[src/rtl/decode_ext_exmem_pkg.sv]
// Shared encodings for the decode/extend stage and the EX/MEM pipeline register.
// Holds opcode/funct values, control encodings and the immediate-extension helper.
package decode_ext_exmem_pkg;

  localparam logic [5:0] OP_RTYPE = 6'b000000;
  localparam logic [5:0] OP_J     = 6'b000010;
  localparam logic [5:0] OP_JAL   = 6'b000011;
  localparam logic [5:0] OP_BEQ   = 6'b000100;
  localparam logic [5:0] OP_BNE   = 6'b000101;
  localparam logic [5:0] OP_ADDI  = 6'b001000;
  localparam logic [5:0] OP_ADDIU = 6'b001001;
  localparam logic [5:0] OP_SLTI  = 6'b001010;
  localparam logic [5:0] OP_ANDI  = 6'b001100;
  localparam logic [5:0] OP_ORI   = 6'b001101;
  localparam logic [5:0] OP_XORI  = 6'b001110;
  localparam logic [5:0] OP_LUI   = 6'b001111;
  localparam logic [5:0] OP_LW    = 6'b100011;
  localparam logic [5:0] OP_SW    = 6'b101011;

  localparam logic [5:0] FN_SLL  = 6'b000000;
  localparam logic [5:0] FN_SRL  = 6'b000010;
  localparam logic [5:0] FN_SRA  = 6'b000011;
  localparam logic [5:0] FN_JR   = 6'b001000;
  localparam logic [5:0] FN_ADD  = 6'b100000;
  localparam logic [5:0] FN_ADDU = 6'b100001;
  localparam logic [5:0] FN_SUB  = 6'b100010;
  localparam logic [5:0] FN_SUBU = 6'b100011;
  localparam logic [5:0] FN_AND  = 6'b100100;
  localparam logic [5:0] FN_OR   = 6'b100101;
  localparam logic [5:0] FN_XOR  = 6'b100110;
  localparam logic [5:0] FN_NOR  = 6'b100111;
  localparam logic [5:0] FN_SLT  = 6'b101010;
  localparam logic [5:0] FN_SLTU = 6'b101011;

  typedef enum logic [4:0] {
    ALU_ADD  = 5'b00000,
    ALU_SUB  = 5'b00001,
    ALU_AND  = 5'b00010,
    ALU_OR   = 5'b00011,
    ALU_XOR  = 5'b00100,
    ALU_NOR  = 5'b00101,
    ALU_SLT  = 5'b00110,
    ALU_SLTU = 5'b00111,
    ALU_SLL  = 5'b01000,
    ALU_SRL  = 5'b01001,
    ALU_SRA  = 5'b01010,
    ALU_LUI  = 5'b01011
  } alu_op_e;

  typedef enum logic [1:0] {
    EXT_ZERO = 2'b00,
    EXT_SIGN = 2'b01,
    EXT_LUI  = 2'b10,
    EXT_RSVD = 2'b11
  } ext_op_e;

  typedef enum logic [1:0] {
    JUMP_NONE = 2'b00,
    JUMP_J    = 2'b01,
    JUMP_JAL  = 2'b10,
    JUMP_JR   = 2'b11
  } jump_e;

  typedef enum logic [1:0] {
    BR_NONE = 2'b00,
    BR_BEQ  = 2'b01,
    BR_BNE  = 2'b10,
    BR_JUMP = 2'b11
  } branch_e;

  typedef struct packed {
    jump_e   jump;
    logic    reg_dst;
    branch_e branch;
    logic    mem_r;
    logic    mem_w;
    logic    mem2r;
    logic    reg_w;
    logic    alu_src;
    ext_op_e ext_op;
    alu_op_e alu_ctrl;
  } ctrl_t;

  typedef struct packed {
    logic [31:0] npc;
    logic [31:0] alu_c;
    logic        zero;
    logic [1:0]  jump;
    logic [31:0] rt_data;
    logic [31:0] instr;
    logic [4:0]  reg_rd;
    logic [1:0]  branch;
    logic        memr;
    logic        memw;
    logic        regw;
    logic        mem2r;
  } exmem_t;

  // The reserved mode falls back to zero-extension so Imm32 is always defined.
  function automatic logic [31:0] extend_imm(input ext_op_e ext_op, input logic [15:0] imm16);
    logic [31:0] res;
    case (ext_op)
      EXT_SIGN: res = {{16{imm16[15]}}, imm16};
      EXT_LUI:  res = {imm16, 16'h0000};
      default:  res = {16'h0000, imm16};
    endcase
    return res;
  endfunction

endpackage

[src/rtl/decode_ext_exmem_exmem_reg.sv]
// EX/MEM pipeline register: async active-low clear, then flush, then load enable.
module exmem_reg
  import decode_ext_exmem_pkg::*;
(
  input  logic   clk,
  input  logic   rst,
  input  logic   wr,
  input  logic   flush,
  input  exmem_t d_in,
  output exmem_t q_out
);

  exmem_t exmem_d;
  exmem_t exmem_q;

  always_comb begin
    exmem_d = exmem_q;
    if (flush) begin
      exmem_d = '0;
    end else if (wr) begin
      exmem_d = d_in;
    end
  end

  always_ff @(posedge clk or negedge rst) begin
    if (!rst) begin
      exmem_q <= '0;
    end else begin
      exmem_q <= exmem_d;
    end
  end

  assign q_out = exmem_q;

endmodule

[src/rtl/decode_ext_exmem.sv]
// Combinational instruction decode and immediate extension, plus the EX/MEM register.
// Decode and extension ignore reset; only the pipeline register is cleared by rst.
module decode_ext_exmem
  import decode_ext_exmem_pkg::*;
(
  input  logic        clk,
  input  logic        rst,
  input  logic [5:0]  OpCode,
  input  logic [5:0]  Funct,
  input  logic [15:0] Imm16,
  output logic [1:0]  jump,
  output logic        RegDst,
  output logic [1:0]  Branch,
  output logic        MemR,
  output logic        MemW,
  output logic        Mem2R,
  output logic        RegW,
  output logic        Alusrc,
  output logic [1:0]  EXTOp,
  output logic [4:0]  Aluctrl,
  output logic [31:0] Imm32,
  input  logic        EX_MEM_WR,
  input  logic        Flush,
  input  logic [31:0] NPC_IN,
  output logic [31:0] NPC_OUT,
  input  logic [31:0] ALU_C_IN,
  output logic [31:0] ALU_C_OUT,
  input  logic        ZERO_IN,
  output logic        ZERO_OUT,
  input  logic [1:0]  jump_IN,
  output logic [1:0]  jump_OUT,
  input  logic [31:0] RT_DATA_IN,
  output logic [31:0] RT_DATA_OUT,
  input  logic [31:0] INSTR_IN,
  output logic [31:0] INSTR_OUT,
  input  logic [4:0]  reg_rd_IN,
  output logic [4:0]  reg_rd_OUT,
  input  logic [1:0]  Branch_IN,
  output logic [1:0]  Branch_OUT,
  input  logic        MEMR_IN,
  output logic        MEMR_OUT,
  input  logic        MEMW_IN,
  output logic        MEMW_OUT,
  input  logic        REGW_IN,
  output logic        REGW_OUT,
  input  logic        MEM2R_IN,
  output logic        MEM2R_OUT
);

  ctrl_t   ctrl;
  logic    r_valid;
  alu_op_e r_alu;
  exmem_t  exmem_in;
  exmem_t  exmem_out;

  // R-type funct lookup; r_valid is low for unknown functs (jr is handled separately).
  always_comb begin
    r_valid = 1'b1;
    r_alu   = ALU_ADD;
    case (Funct)
      FN_ADD, FN_ADDU: r_alu = ALU_ADD;
      FN_SUB, FN_SUBU: r_alu = ALU_SUB;
      FN_AND:          r_alu = ALU_AND;
      FN_OR:           r_alu = ALU_OR;
      FN_XOR:          r_alu = ALU_XOR;
      FN_NOR:          r_alu = ALU_NOR;
      FN_SLT:          r_alu = ALU_SLT;
      FN_SLTU:         r_alu = ALU_SLTU;
      FN_SLL:          r_alu = ALU_SLL;
      FN_SRL:          r_alu = ALU_SRL;
      FN_SRA:          r_alu = ALU_SRA;
      default:         r_valid = 1'b0;
    endcase
  end

  always_comb begin
    ctrl = '0;
    case (OpCode)
      OP_RTYPE: begin
        if (Funct == FN_JR) begin
          ctrl.jump = JUMP_JR;
        end else if (r_valid) begin
          ctrl.reg_w    = 1'b1;
          ctrl.alu_ctrl = r_alu;
        end
      end
      OP_ADDI, OP_ADDIU, OP_SLTI, OP_ANDI, OP_ORI, OP_XORI, OP_LUI: begin
        ctrl.reg_w   = 1'b1;
        ctrl.reg_dst = 1'b1;
        ctrl.alu_src = 1'b1;
        case (OpCode)
          OP_SLTI: begin ctrl.alu_ctrl = ALU_SLT; ctrl.ext_op = EXT_SIGN; end
          OP_ANDI: ctrl.alu_ctrl = ALU_AND;
          OP_ORI:  ctrl.alu_ctrl = ALU_OR;
          OP_XORI: ctrl.alu_ctrl = ALU_XOR;
          OP_LUI:  begin ctrl.alu_ctrl = ALU_LUI; ctrl.ext_op = EXT_LUI; end
          default: begin ctrl.alu_ctrl = ALU_ADD; ctrl.ext_op = EXT_SIGN; end
        endcase
      end
      OP_LW: begin
        ctrl.mem_r   = 1'b1;
        ctrl.mem2r   = 1'b1;
        ctrl.reg_w   = 1'b1;
        ctrl.reg_dst = 1'b1;
        ctrl.alu_src = 1'b1;
        ctrl.ext_op  = EXT_SIGN;
      end
      OP_SW: begin
        ctrl.mem_w   = 1'b1;
        ctrl.alu_src = 1'b1;
        ctrl.ext_op  = EXT_SIGN;
      end
      OP_BEQ, OP_BNE: begin
        ctrl.branch   = (OpCode == OP_BEQ) ? BR_BEQ : BR_BNE;
        ctrl.alu_ctrl = ALU_SUB;
        ctrl.ext_op   = EXT_SIGN;
      end
      OP_J: begin
        ctrl.branch = BR_JUMP;
        ctrl.jump   = JUMP_J;
      end
      OP_JAL: begin
        ctrl.branch = BR_JUMP;
        ctrl.jump   = JUMP_JAL;
      end
      default: ctrl = '0;
    endcase
  end

  assign jump    = ctrl.jump;
  assign RegDst  = ctrl.reg_dst;
  assign Branch  = ctrl.branch;
  assign MemR    = ctrl.mem_r;
  assign MemW    = ctrl.mem_w;
  assign Mem2R   = ctrl.mem2r;
  assign RegW    = ctrl.reg_w;
  assign Alusrc  = ctrl.alu_src;
  assign EXTOp   = ctrl.ext_op;
  assign Aluctrl = ctrl.alu_ctrl;
  assign Imm32   = extend_imm(ctrl.ext_op, Imm16);

  assign exmem_in = '{
    npc:     NPC_IN,
    alu_c:   ALU_C_IN,
    zero:    ZERO_IN,
    jump:    jump_IN,
    rt_data: RT_DATA_IN,
    instr:   INSTR_IN,
    reg_rd:  reg_rd_IN,
    branch:  Branch_IN,
    memr:    MEMR_IN,
    memw:    MEMW_IN,
    regw:    REGW_IN,
    mem2r:   MEM2R_IN
  };

  exmem_reg u_exmem_reg (
    .clk   (clk),
    .rst   (rst),
    .wr    (EX_MEM_WR),
    .flush (Flush),
    .d_in  (exmem_in),
    .q_out (exmem_out)
  );

  assign NPC_OUT     = exmem_out.npc;
  assign ALU_C_OUT   = exmem_out.alu_c;
  assign ZERO_OUT    = exmem_out.zero;
  assign jump_OUT    = exmem_out.jump;
  assign RT_DATA_OUT = exmem_out.rt_data;
  assign INSTR_OUT   = exmem_out.instr;
  assign reg_rd_OUT  = exmem_out.reg_rd;
  assign Branch_OUT  = exmem_out.branch;
  assign MEMR_OUT    = exmem_out.memr;
  assign MEMW_OUT    = exmem_out.memw;
  assign REGW_OUT    = exmem_out.regw;
  assign MEM2R_OUT   = exmem_out.mem2r;

endmodule

[config.mk]
export PLATFORM = sky130hd
export DESIGN_NAME = decode_ext_exmem
export DESIGN_NICKNAME = d
export VERILOG_FILES = /design/src/rtl/decode_ext_exmem_pkg.sv /design/src/rtl/decode_ext_exmem_exmem_reg.sv /design/src/rtl/decode_ext_exmem.sv
export SDC_FILE = /design/constraint.sdc
export NUM_CORES = 1
export LEC_CHECK = 0
export BUFFER_PORTS_ARGS = -buffer_cell sky130_fd_sc_hd__buf_2
export CAP_MARGIN = 20
export CORE_AREA = 2 2 143 145
export DETAILED_ROUTE_END_ITERATION = 10
export DIE_AREA = 0 0 145 147
export GPL_TIMING_DRIVEN = 0
export PLACE_DENSITY = 0.69
export SYNTH_ARGS = -nofsm -noshare
export SYNTH_HDL_FRONTEND = slang
export SYNTH_SLANG_ARGS = --single-unit
[constraint.sdc]
create_clock -name clk -period 3.1 [get_ports clk]
set_input_delay 0.62 -clock clk [delete_from_list [all_inputs] [get_ports clk]]
set_output_delay 0.62 -clock clk [all_outputs]
set_load 0.02 [all_outputs]
; ---- Yosys cells after proc, flatten, opt, wreduce, memory -nomap -nowiden
; Cells that the tools add are included.
[totals]
register_bits = 142
input_bits = 174
out_inout_bits = 191
elab_cells = 74
[classes]
n_eq_ne = 28
muxes = 22
n_reduce_logical = 12
[op_table]
columns = cell, count
row1 = $mux W142, 2
row2 = $eq A6 B6 Y1 const B, 12
row3 = $pmux W32 S2, 1
row4 = $eq A6 B4 Y1 const B, 8
row5 = $pmux W4 S10, 1
row6 = $eq A6 B2 Y1 const B, 4
row7 = $pmux W4 S5, 1
row8 = $pmux W5 S3, 1
row9 = $reduce_or A13 Y1, 1
row10 = $eq A6 B3 Y1 const B, 2
row11 = $logic_not A6 Y1, 2
row12 = $pmux W2 S2, 3
row13 = $mux W5, 2
row14 = $reduce_or A9 Y1, 1
row15 = $reduce_or A8 Y1, 1
row16 = $mux W1, 7
row17 = $reduce_or A7 Y1, 1
row18 = $pmux W2 S3, 1
row19 = $reduce_or A2 Y1, 3
row20 = $mux W2, 2
row21 = $reduce_or A4 Y1, 1
row22 = $reduce_or A3 Y1, 1
row23 = $eq A2 B1 Y1 const B, 1
row24 = $eq A2 B2 Y1 const B, 1
row25 = 2 further kinds, 2

; ---- Logic depth before layout (Yosys ltp)
; Gate-level depths: netlist (run 1).
[logic_depth]
ltp_word = 6
depth_mapped = 6
depth_no_buf = 4

; ---- Hierarchy
; From an unflattened synthesis (run 1), not the netlist that was laid out.
[unflattened]
hier_cells = 574
hier_area_um2 = 6508.7
[modules_own_cells]
columns = module, n_inst, cells_per_inst, area_each_um2, seq_area_each_um2
row1 = exmem_reg, 1, 458, 5758.0, 3553.4
row2 = decode_ext_exmem, 1, 116, 750.7, 0.0

; ---- Worst setup path after synthesis (run 1)
; Ideal clock, no wire load.
[synth_path]
path_kind = input to output
start = in OpCode[4]
end = out Aluctrl[1]
t_arrival_ps = 2037
required_time_ps = 2480
setup_slack_ps = 443
stages = 5
n_path_buf = 1
path_cell_list = buf_2 or3_1 nor4_1 o2111ai_1 o22ai_1
[synth_via]
elab_chain_cells = 3
word_cells_on_any_way = 14
cone_classes = eq/ne: 9 / mux: 2 / reduce/logical: 3
[synth_lines]
columns = item, line_no
row1 = from (decl), decode_ext_exmem.sv:8  ; input logic [5:0] OpCode,
row2 = "$eq A6 B4 Y1, or another cell as far along", "decode_ext_exmem.sv:78, decode_ext_exmem.sv:91"
row3 = "$pmux W4 S5, or another cell as far along", decode_ext_exmem.sv:91  ; case (OpCode)
row4 = $pmux W5 S3 *, decode_ext_exmem.sv:78  ; case (OpCode)
row5 = to (decl), decode_ext_exmem.sv:20  ; output logic [4:0] Aluctrl,
; Mark *: on every way between the ends. The rest lies on a longest branch, timed or not.

; ---- Worst setup path in the final report (run 1)
[layout_path]
start = in OpCode[4]
end = out Imm32[27]
[layout_via]
elab_chain_cells = 6
word_cells_on_any_way = 19
cone_classes = eq/ne: 13 / mux: 3 / reduce/logical: 3
[layout_lines]
columns = item, line_no
row1 = $eq A6 B4 Y1, "decode_ext_exmem.sv:78, decode_ext_exmem.sv:91"
row2 = $reduce_or A3 Y1 (no line), --
row3 = $pmux W2 S2, decode_ext_exmem.sv:91
row4 = $pmux W2 S2 *, decode_ext_exmem.sv:78
row5 = $eq A2 B2 Y1 / $eq A2 B1 Y1 (equally long branches), decode_ext_exmem_pkg.sv:102  ; case (ext_op)
row6 = $pmux W32 S2 *, decode_ext_exmem_pkg.sv:102
row7 = to (decl), decode_ext_exmem.sv:21  ; output logic [31:0] Imm32,
; Marked as above.

==> reports/results.tsv, run 1 <==
metric	value	unit
grt_overflow	0	
fmax	0.333	GHz
netlist_area	0.00638	sq mm
syn_to_final_growth	43.4	%
crit_path_start_kind	input pin	
clockBufferDepth	2	
cp_max_fo	10	
coreArea	0.0198	sq mm
firstDrtPassIters	4	
ff2ff_path_depth	2	
cts_tree	done	
final_common_cell	buf_2	
start_util	32.2	%
port_buffers	356	
grt_pass1_vias	5660	
avgSynthCellArea	11.2	sq um
max_cap_viol_count	0	
post-route-period-util	96.9	%
layout-drive-gt1-share	44.0	%
largest_register_ff_count	142	
rsz0062_at_grt	no	
hpwl	15.4	mm
final_cell_mix	buf_2 (366), nor2_1 (149), mux2i_1 (142), dfrtp_1 (142), clkbuf_1 (27)	
grt_max_degree	89	
cp-end-kind	primary output	
synth_seq_cells	142	
skew	0	ps
routedWlPerCell	15.8	microns
clk_pin_slew	70	ps
max-slew-margin-rel	48.0	%
fin_util	46.1	%
die_y	147	microns
synth_fa_ha_area_share	0	%
clock-root-buffer	clkbuf_16	
cts_hold_buf	0	
rr_endpoint	u_exmem_reg.q_out[89]$_DFFE_PN0P_	
clk_latency	420	ps
vdd_drop_max	0.000332	V
synth-main-ff-cell	dfrtp_1	
muxShareOfSynthArea	22.3	%
die_w	145	microns
power.total	4.89	mW
synth-simple-area-share	13.1	%
via_count	5593	
worst_slew_pin_slew	781	ps
yosysWarningCount	0	
finalSetupViolCount	0	
finalInstanceArea	0.00915	sq mm
slew_violations	0	
diodes	0	
syn-num-nets	745	
required	2480	ps
async_reset_ff_share	100	%
grt_usage	18.1	%
die_area	0.0213	sq mm
syn_inst	571	
cts_sinks	142	
row_count	52	
p_leak	5.31	nW
synth_xor_area_share	0.412	%
worstHoldPathType	in2async	
io_pins	365	
antenna_found_initial	0	
p_per_area	535	mW/mm^2
cts_buffers	17	
drt-initial-drc-count	186	
vias_per_cell	4.54	
drt-total-wl	19.4	mm
fin_nets	1123	
crit_type	in2out	
dpl_cell_area	0.00853	sq mm
synth_compound_area_share	4.94	%
routabilityCongestion	0.907	
regToRegSetupSlack	2360	ps
synth_top_family_by_area	multiplexers	
worstReg2RegStart	u_exmem_reg.q_out[89]$_DFFE_PN0P_	
status	complete, no violations	
hold_viol	0	
cp-startpoint	OpCode[4]	
cp.arrival	2380	ps
ys_seq_area_share	55.7	%
endpoint	Imm32[27]	
synth-edff-count	0	
min_period	3000	ps
cts_htree_levels	4	
drc	0	
ant_nets	0	
grt_pass1_wl	30.2	mm
synth_cell_types	44	
[synthesized netlist by cell type (all sizes together), types with 2 or more instances]
| library cell | count | share of area [%] |
|---|---|---|
| nor2 | 150 | 8.9 |
| dfrtp | 142 | 56 |
| mux2i | 142 | 22 |
| clkbuf | 29 | 1.7 |
| buf | 17 | 1.6 |
| a21o | 15 | 2.0 |
| nor2b | 11 | 1.1 |
| a21oi | 9 | 0.71 |
| and2b | 6 | 0.71 |
| nand2 | 5 | 0.29 |
| inv | 4 | 0.24 |
| nand3 | 4 | 0.31 |
| nand2b | 3 | 0.29 |
| nor3 | 3 | 0.24 |
| o22ai | 3 | 0.29 |
| a31oi | 2 | 0.20 |
| nor4 | 2 | 0.20 |
| o21ai | 2 | 0.16 |
| or3 | 2 | 0.27 |
| or3b | 2 | 0.27 |
| xnor2 | 2 | 0.27 |
[cell type report]
type	instances	area [sq um]
fillers	1894	10700
flip-flops and latches	142	3550
multi-input cells	379	2600
repair buffers	359	1830
clock buffers	17	425
well taps	270	338
plain buffers	46	211
clock inverters	14	175
inverters	4	15.0
[layer usage]
| metal | up-vias | wire, microns | global-route usage (%) |
|---|---|---|---|
| met3 | 38 | 1370 | 5.00 |
| met2 | 267 | 9730 | 31.8 |
| met5 | - | 0 | 0 |
| met1 | 2610 | 7650 | 20.5 |
| li1 | 2678 | - | - |
| met4 | 0 | 656 | 8.22 |
[report_power, final]
part | internal, mW | total, mW | leakage [nW] | switching [mW]
Clock | 1.21 | 2.08 | 0.282 | 0.864
Combinational | 0.316 | 0.808 | 3.14 | 0.492
Sequential | 1.96 | 2.01 | 1.88 | 0.0528
Total | 3.49 | 4.89 | 5.31 | 1.41
[how the worst min path moves through the flow]
stage / endpoint / slack, ps / cells after the start
2_1_floorplan: u_exmem_reg.q_out[0]$_DFFE_PN0P_ / 320 / 0
3_3_place_gp: u_exmem_reg.q_out[53]$_DFFE_PN0P_ / 500 / 2
3_5_place_dp: u_exmem_reg.q_out[17]$_DFFE_PN0P_ / 500 / 2
4_1_cts: u_exmem_reg.q_out[53]$_DFFE_PN0P_ / 140 / 1
5_1_grt: u_exmem_reg.q_out[53]$_DFFE_PN0P_ / 160 / 1
6_report: u_exmem_reg.q_out[53]$_DFFE_PN0P_ / 140 / 1
[through the flow]
| stage | setup WS, ps | hold slack [ps] | TNS (ps) | instances |
|---|---|---|---|---|
| final | 96.4 | 137 | 0 | 1231 |
| after global routing | 13.9 | 164 | 0 | 1231 |
| after CTS | 107 | 141 | 0 | 1229 |
| after detailed placement | 117 | 503 | 0 | 1198 |
| after global placement | -615 | 497 | -84890 | 1197 |
| after floorplan | 443 | 324 | 0 | 571 |
[kinds of logic after synthesis]
| group | Yosys count |
|---|---|
| and+or+nand+nor | 192 |
| muxes | 142 |
| DFF | 142 |
| buffers and inverters | 50 |
| AOI/OAI and AO/OA | 41 |
| xor gates and xnor gates | 3 |
| other | 1 |
[critical path, stage by stage]
cell,delay [ps]
buf_2,160
or3b_2,550
nor2_4,260
a2111oi_4,80
buf_4,180
buf_6,140
a21o_2,220
buf_2,160
[what timing repair did]
action | in CTS | in global routing
setup buffers | 0 | 2
gates resized for setup | 0 | 2
endpoints found under the setup margin | 0 | 2
No activity file was read; power rests on OpenSTA's default activity.
==> run 2: changes to the inputs <==
--- a/config.mk
+++ b/config.mk
@@ -12,6 +12,7 @@
 export DIE_AREA = 0 0 145 147
 export GPL_TIMING_DRIVEN = 0
 export PLACE_DENSITY = 0.69
+export SETUP_SLACK_MARGIN = 0.3
 export SYNTH_ARGS = -nofsm -noshare
 export SYNTH_HDL_FRONTEND = slang
 export SYNTH_SLANG_ARGS = --single-unit
==> reports/results.tsv, run 2 (synthesis gave the netlist of run 1 again) <==
metric	value	unit	change
port_buffers	356		unchanged
fmax	0.357	GHz	+7.2%
dpl_cell_area	0.00853	sq mm	unchanged
fin_nets	1131		+0.71%
coreArea	0.0198	sq mm	unchanged
routedWlPerCell	16.1	microns	+2.1%
cts_htree_levels	4		unchanged
ff2ff_path_depth	2		unchanged
cts_buffers	17		unchanged
io_pins	365		unchanged
cts_hold_buf	0		unchanged
hold_viol	0		unchanged
endpoint	Imm32[27]		
clk_pin_slew	70	ps	about the same
ant_nets	0		unchanged
slew_violations	0		unchanged
worst_slack	298	ps	+201 ps
use_met3	4.97	%	-0.031 points
layout-drive-gt1-share	45.4	%	+1.4 points
diodes	0		unchanged
crit_path_start_kind	input pin		
max_cap_viol_count	0		unchanged
syn_to_final_growth	46.6	%	
required	2480	ps	about the same
clock-root-buffer	clkbuf_16		
post-route-period-util	90.4	%	-6.5 points
grt_pass1_vias	5726		+1.2%
fill_cells	1872		-1.2%
vias_per_cell	4.59		+1.0%
cts_tree	done		
p_per_area	526	mW/mm^2	-1.7%
max-slew-margin-rel	47.4	%	-0.54 points
grt_overflow	0		unchanged
die_area	0.0213	sq mm	unchanged
p_leak	5.39	nW	+1.4%
largest_register_ff_count	142		unchanged
drt-initial-drc-count	175		-5.9%
finalInstanceArea	0.00936	sq mm	+2.2%
min_period	2800	ps	-201 ps
clk_latency	420	ps	about the same
finalSetupViolCount	0		unchanged
skew	0	ps	unchanged
cts_sinks	142		unchanged
hpwl	15.4	mm	unchanged
grt_usage	18.3	%	+0.17 points
met1_usage	20.4	%	-0.080 points
top_usage_layer	met2		
antenna_found_initial	0		unchanged
grt_pass1_wl	30.4	mm	+0.80%
vdd_drop_max	0.000332	V	about the same
cp.arrival	2180	ps	-200 ps
fin_util	47.2	%	+1.0 points
worstHoldPathType	in2async		
final_common_cell	buf_2		
place_ws	117	ps	unchanged
die_w	145	microns	unchanged
worstReg2RegStart	u_exmem_reg.q_out[89]$_DFFE_PN0P_		
cp-end-kind	primary output		
row_count	52		unchanged
met2_usage	32.5	%	+0.69 points
status	complete, no violations		
cp_max_fo	5		-5
start_util	32.2	%	unchanged
clockBufferDepth	2		unchanged
die_y	147	microns	unchanged
final_cell_mix	buf_2 (355), nor2_1 (149), mux2i_1 (142), dfrtp_1 (142), clkbuf_1 (24)		
grt_max_degree	89		unchanged
crit_type	in2out		
drt-total-wl	19.9	mm	+2.8%
firstDrtPassIters	4		unchanged
drc	0		unchanged
worst_slew_pin_slew	789	ps	+8.07 ps
via_count	5687		+1.7%
regToRegSetupSlack	2360	ps	about the same
rr_endpoint	u_exmem_reg.q_out[89]$_DFFE_PN0P_		
rsz0062_at_grt	yes		
cp-startpoint	OpCode[3]		
routabilityCongestion	0.907		unchanged
run 2: cell types whose count changed in the layout (fill, tap and decap cells not counted), sizes merged:
cell,change
clkbuf,-1
buf,+9
run 2: cell type report:
cell class                 instances  area, sq um  area share, %
sequential                       142         3550           38.0
multi-input combinational        379         2660           28.4
inverter                           4         15.0          0.160
clock buffer                      17          425           4.55
clock inverter                    14          175           1.87
timing repair buffer             367         1970           21.0
tap                              270          338           3.61
buffer                            46          226           2.42
run 2: timing repair:
action	in CTS	in global routing
setup buffers	4	5
pin swaps	3	4
setup endpoints to repair	23	25
gates resized for setup	7	38
cloned	1	0
run 2: worst max-delay path, stage by stage:
cell and delay, ps:
buf_12 100, xnor2_2 120, or3_4 400, a2111oi_4 480, buf_6 180, a21o_2 140, buf_6 130
run 2: report_power, final:
part	total [mW]	internal, mW	switching (mW)	leakage [nW]
sequential	2.01	1.96	0.0528	1.88
combinational	0.833	0.331	0.502	3.22
clock	2.08	1.21	0.863	0.282
run 2: worst min-delay path by stage:
stage	start	endpoint	slack [ps]	cells past startpoint
finish	rst	u_exmem_reg.q_out[53]$_DFFE_PN0P_	140	1
global route	rst	u_exmem_reg.q_out[53]$_DFFE_PN0P_	160	1
CTS	rst	u_exmem_reg.q_out[53]$_DFFE_PN0P_	140	1
detailed placement	u_exmem_reg.q_out[17]$_DFFE_PN0P_	u_exmem_reg.q_out[17]$_DFFE_PN0P_	500	2
global placement	u_exmem_reg.q_out[53]$_DFFE_PN0P_	u_exmem_reg.q_out[53]$_DFFE_PN0P_	500	2
floorplan	rst	u_exmem_reg.q_out[0]$_DFFE_PN0P_	320	0
run 2: layer usage:
| metal | wire length, microns | share of wire [%] |
|---|---|---|
| met1 | 7770 | 39 |
| met2 | 10100 | 51 |
| met3 | 1380 | 6.9 |
| met4 | 692 | 3.5 |
| met5 | 0 | 0 |
run 2: metrics by stage:
step	TNS, ps	hold WS, ps	total power [mW]	std cells
2_1_floorplan	0	324	2.49	571
3_3_place_gp	-84890	497	2.84	1197
3_5_place_dp	0	503	2.86	1198
4_1_cts	0	141	4.96	1234
5_1_grt	0	164	5.12	1239
6_report	0	138	4.92	1239
